`src/rtl/instmem_loader.sv`:
```
// instmem_loader: assembles a framed byte stream into 16-bit words and writes them to instruction memory
module instmem_loader #(
    parameter int ADDR_W = 6,
    parameter int DATA_W = 16,
    parameter int DEPTH  = 64
) (
    input  logic              clk,
    input  logic              reset,
    input  logic              start,
    input  logic [7:0]        byte_in,
    input  logic              byte_valid,
    output logic              byte_ready,
    output logic              mem_we,
    output logic [ADDR_W-1:0] mem_addr,
    output logic [DATA_W-1:0] mem_wdata,
    output logic              cpu_hold,
    output logic              done,
    output logic              error,
    output logic [6:0]        words_written
);
    typedef enum logic [3:0] {
        IDLE, GET_ADDR, GET_CNT, GET_HI, GET_LO, WRITE, GET_CSUM, DONE, ERR
    } state_t;

    localparam logic [8:0] DEPTH9 = 9'(DEPTH);

    state_t            state, next;
    logic [ADDR_W-1:0] addr;
    logic [6:0]        cnt;
    logic [7:0]        hi, csum;
    logic              xfer, addr_bad, cnt_bad;

    assign byte_ready = state inside {GET_ADDR, GET_CNT, GET_HI, GET_LO, GET_CSUM};
    assign xfer       = byte_valid && byte_ready;
    assign mem_we     = state == WRITE;
    assign done       = state == DONE;
    assign cpu_hold   = state != IDLE;
    assign addr_bad   = {1'b0, byte_in} >= DEPTH9;
    assign cnt_bad    = byte_in == 8'd0 || {1'b0, byte_in} > DEPTH9
                        || 9'(addr) + {1'b0, byte_in} > DEPTH9;

    // state register; reset returns to IDLE at the next edge from anywhere
    always_ff @(posedge clk)
        state <= reset ? IDLE : next;

    // next-state: every byte state waits on a transfer, WRITE loops back until N words are done
    always_comb begin
        next = state;
        case (state)
            IDLE:     next = start ? GET_ADDR : IDLE;
            GET_ADDR: next = !xfer ? state : addr_bad ? ERR : GET_CNT;
            GET_CNT:  next = !xfer ? state : cnt_bad ? ERR : GET_HI;
            GET_HI:   next = xfer ? GET_LO : state;
            GET_LO:   next = xfer ? WRITE : state;
            WRITE:    next = words_written + 7'd1 == cnt ? GET_CSUM : GET_HI;
            GET_CSUM: next = !xfer ? state : byte_in == csum ? DONE : ERR;
            default:  next = IDLE;
        endcase
    end

    // datapath: latch frame fields, accumulate checksum, stage write address/data on the LO transfer
    always_ff @(posedge clk) begin
        if (reset) begin
            addr          <= '0;
            cnt           <= '0;
            hi            <= '0;
            csum          <= '0;
            mem_addr      <= '0;
            mem_wdata     <= '0;
            error         <= 1'b0;
            words_written <= '0;
        end else begin
            if (state == IDLE && start) begin
                error         <= 1'b0;
                words_written <= '0;
                csum          <= '0;
            end
            if (xfer && state == GET_ADDR) addr <= byte_in[ADDR_W-1:0];
            if (xfer && state == GET_CNT) cnt <= byte_in[6:0];
            if (xfer && state == GET_HI) begin
                hi   <= byte_in;
                csum <= csum ^ byte_in;
            end
            if (xfer && state == GET_LO) begin
                csum      <= csum ^ byte_in;
                mem_addr  <= addr;
                mem_wdata <= {hi, byte_in};
            end
            if (state == WRITE) begin
                addr          <= addr + 1'b1;
                words_written <= words_written + 7'd1;
            end
            if (next == ERR && state != ERR) error <= 1'b1;
        end
    end
endmodule

```
`config.mk`:
```
export PLATFORM = sky130hd
export DESIGN_NAME = instmem_loader
export DESIGN_NICKNAME = d
export VERILOG_FILES = /design/src/rtl/instmem_loader.sv
export SDC_FILE = /design/constraint.sdc
export NUM_CORES = 1
export LEC_CHECK = 0
export CORE_ASPECT_RATIO = 1.1
export CORE_MARGIN = 3
export CORE_UTILIZATION = 53
export CTS_CLUSTER_SIZE = 10
export DETAILED_ROUTE_END_ITERATION = 8
export GPL_TIMING_DRIVEN = 0
export HOLD_SLACK_MARGIN = 0.1
export PLACE_DENSITY = 0.86
export SKIP_CTS_REPAIR_TIMING = 1
export SLEW_MARGIN = 20
export SYNTH_ARGS = -nofsm -noshare
export SYNTH_HDL_FRONTEND = slang
export SYNTH_SLANG_ARGS = --single-unit
```
`constraint.sdc`:
```
create_clock -name clk -period 2.6 [get_ports clk]
set_input_delay 0.52 -clock clk [delete_from_list [all_inputs] [get_ports clk]]
set_output_delay 0.52 -clock clk [all_outputs]
set_load 0.03 [all_outputs]
```
==> impl_results.md <==
* Worst-path clk slew at 0.08 ns
* CP Cell Sequence: clkdlybuf4s50_1 -> clkbuf_2 -> xor2_1 -> nor4_2 -> nand2_1 -> a311oi_1 -> a41oi_1 -> a2111oi_1
* Final Non-Filler Cells at 542
* Worst Hold Path Cells at 2
* Post-synthesis sequential area ratio at 38.4%
* Initial Utilization at between 50% and 60%
* Drt total wl at around 8500 um
* Width of the die at 81.0 um
* Fin. max-slew vios at 0
* Drc violations at 0
* Worst Hold Launch: mem_wdata[12]
* Critical path required time at about 2.8 ns
* Row count at 29
* Gate Count Post-Synth at just over 400
* I/O pin count at 46
* Initial antenna violation count at 0
* Placed instance area at 3790 um2
* Post-synth top area share at 38.4%
* N_diodes at 0
* Num CTS Buffers at 9
* Setup CP Type: in2reg
* RR Startpoint: addr[0]
* Comb power frac at 10.1%
* Max Freq at between 0.3 and 0.4 GHz
* Worst Path Arrival at 2.78 ns
* Via count at between 3,000 and 4,000
* Synth Cell Area at 3280 um2
* RSZ-0062 raised after global routing: yes
* Synth area leaders: dfxtp_1 38%, nand2_1 7.0%, a21oi_1 6.9%
* Max Cap Viol at 0
* FF-to-FF setup slack at approximately 0.31 ns
* Tot GR Track Use at 25.0%
* Switching power at 0.537 mW
* Count leader, synth: dfxtp_1
* Design internal power at 1.51 mW
* Clock latency on the worst-skew pair at 0.35 ns
* Ys Warns at 0
* Synth cell count leaders: 63 x dfxtp_1, 61 x nand2_1, 45 x a21oi_1
* ANT nets after route at 0
* Share of cells above drive strength 1 at 9.03%
* Reg2reg end: error
* Mapped Nets at 429
* Avg Inst Size Synth at 8.05 um2
* Drt pass-1 iters at 5
* Ys flop type: dfxtp_1
* TritonCTS clock tree: yes
* Core Region at 5880 um2
* Crit path max fanout at 8
* IO buf count at 41
* Post-synth EDFFs at 0
* Clk pwr share at 41.8%
* Htree depth at 3
* Final setup fails at 0
* Final net count at 481
* Dpl cells at 526
* Sinks on Clock Net at 63
* Vias in the first global route at 2,972
* Area leader, netlist: dfxtp_1
* Period utilization at a little over nine tenths
* Leakage power at 1.55 nW
* Gpl congestion at 0.920
* Crit end category: register
* Post-DP HPWL at 5830 um
* Slowest-stage cell, CP: clkdlybuf4s50_1
* Max incr delay on CP at 0.50 ns
* Routed vias/inst at 5.84
* Hold crit path type: reg2reg
* Clock Skews at between 0.01 and 0.015 ns
* Largest net degree at the start of global routing at 12
* Final Util at 68.6%
* Distinct cells, synth at 56
* Global-route wire length before repair at 13,800 um
* Asr flop ratio synth at 0%
* GRT Residual Overflow at 0
* Chip Height at roughly 90 um
* Outcome: complete, no violations
* Hold slack at roughly 0.45 ns
* Period minus WS final at 2.54 ns
* Slew @ Worst Pin at a little over 0.6 ns
* PD cells at 509 nW/um2
* Worst Hold End: mem_wdata[12]
* Worst vdd ir at roughly 0.37 mV
* Clk buf depth at 2
* Die area at around 7200 um2
* #FFs+latches synth at 63
* Switching Fraction at 26.2%
* Synth-to-Final Area Change at 22.8%
* Slew Limit Headroom at 58.1%
* R2R depth at 8
* Initial drt markers at between 300 and 400
* Endpoints failing hold at 0
* WL/cell at 15.7 um
* CP Launch Type: primary input
* Clock root buffer: clkbuf_8
* Final std cell area, no fill at 4030 um2
* Part of the power in registers at 48.1%
[power groups by stage]
| stage | registers [mW] | clock network [mW] | logic (mW) |
|---|---|---|---|
| after floorplan | 1.00 | 0 | 0.133 |
| after global placement | 1.01 | 0 | 0.189 |
| after detailed placement | 1.01 | 0 | 0.195 |
| after CTS | 0.985 | 0.856 | 0.196 |
| after global routing | 0.986 | 0.921 | 0.224 |
| final | 0.986 | 0.857 | 0.207 |
[placed cells by master (no fill, tap or decap), types with 3 or more instances in the layout]
master           Yosys  final
o21ai_0             17     16
a31oi_1              3      3
nand2b_1             4      4
mux2i_1             16     16
nor3_1               6      6
clkdlybuf4s50_1      0     40
and2_1               4      4
clkbuf_8             0     10
xor2_1              16     16
buf_1                2      3
clkbuf_1            22     16
ha_1                 8      7
a21oi_1             45     44
nand3b_1             9      9
xnor2_1              6      6
nand4_1              3      3
nor2_1              41     41
o21ai_1              5      6
clkbuf_2             0      5
nand3_1              9      9
or3_1                4      4
and3_1               6      6
inv_1                4      4
clkinv_2             0      3
dfxtp_1             63     63
nor4_1               5      4
nand2_1             61     61
buf_2                5      5
[sequential cells by signal, summed over array words and instances (netlist names), 4 cells and up]
name	cells
hi	8
mem_addr	6
words_written	7
state	4
addr	6
mem_wdata	16
cnt	7
csum	8
[critical path, delay by kind of cell]
| family | cells | cell delay, ns |
|---|---|---|
| buffers and inverters | 2 | 0.77 |
| AND/OR/NAND/NOR | 2 | 0.58 |
| AO/OA/AOI/OAI | 3 | 0.77 |
| XOR/XNOR | 1 | 0.14 |
[per-layer routing]
metal	vias up	share of wire (%)	GRT usage (%)
li1	1515	-	-
met1	1512	42	30.6
met2	122	50	41.7
met3	18	6.1	6.01
met4	0	2.2	10.8
met5	-	0	0
[stage by stage]
| step | power, mW | setup TNS, ns | setup slack, ns |
|---|---|---|---|
| floorplan | 1.14 | 0 | 0.289 |
| global placement | 1.20 | -1.57 | -0.338 |
| detailed placement | 1.20 | -1.72 | -0.373 |
| CTS | 2.04 | -0.329 | -0.212 |
| global route | 2.13 | -0.0657 | -0.0545 |
| finish | 2.05 | 0 | 0.0558 |
[logic make-up after synthesis]
family | synth area share, %
DFF | 38.4
adders and majority gates | 3.66
AOI/OAI and AO/OA | 17.6
muxes | 5.22
buffers and inverters | 4.88
xor gates and xnor gates | 5.87
and+or+nand+nor | 24.4
[area by class of cell]
type,count,area (um2)
tap,77,96.3
timing repair buffer,41,413
inverter,5,18.8
fill,480,1850
clock inverter,6,60.1
sequential,63,1260
buffer,32,148
clock buffer,10,138
multi-input combinational,308,1900
[worst max path at each step]
| stage | start | depth (start not counted) | endpoint |
|---|---|---|---|
| floorplan | byte_in[0] | 8 | error |
| global placement | byte_in[0] | 9 | error |
| detailed placement | byte_in[4] | 8 | state[2] |
| CTS | state[2] | 4 | mem_we |
| global route | byte_in[4] | 8 | state[2] |
| finish | byte_in[4] | 8 | state[2] |
No activity file was read; power rests on OpenSTA's default activity.
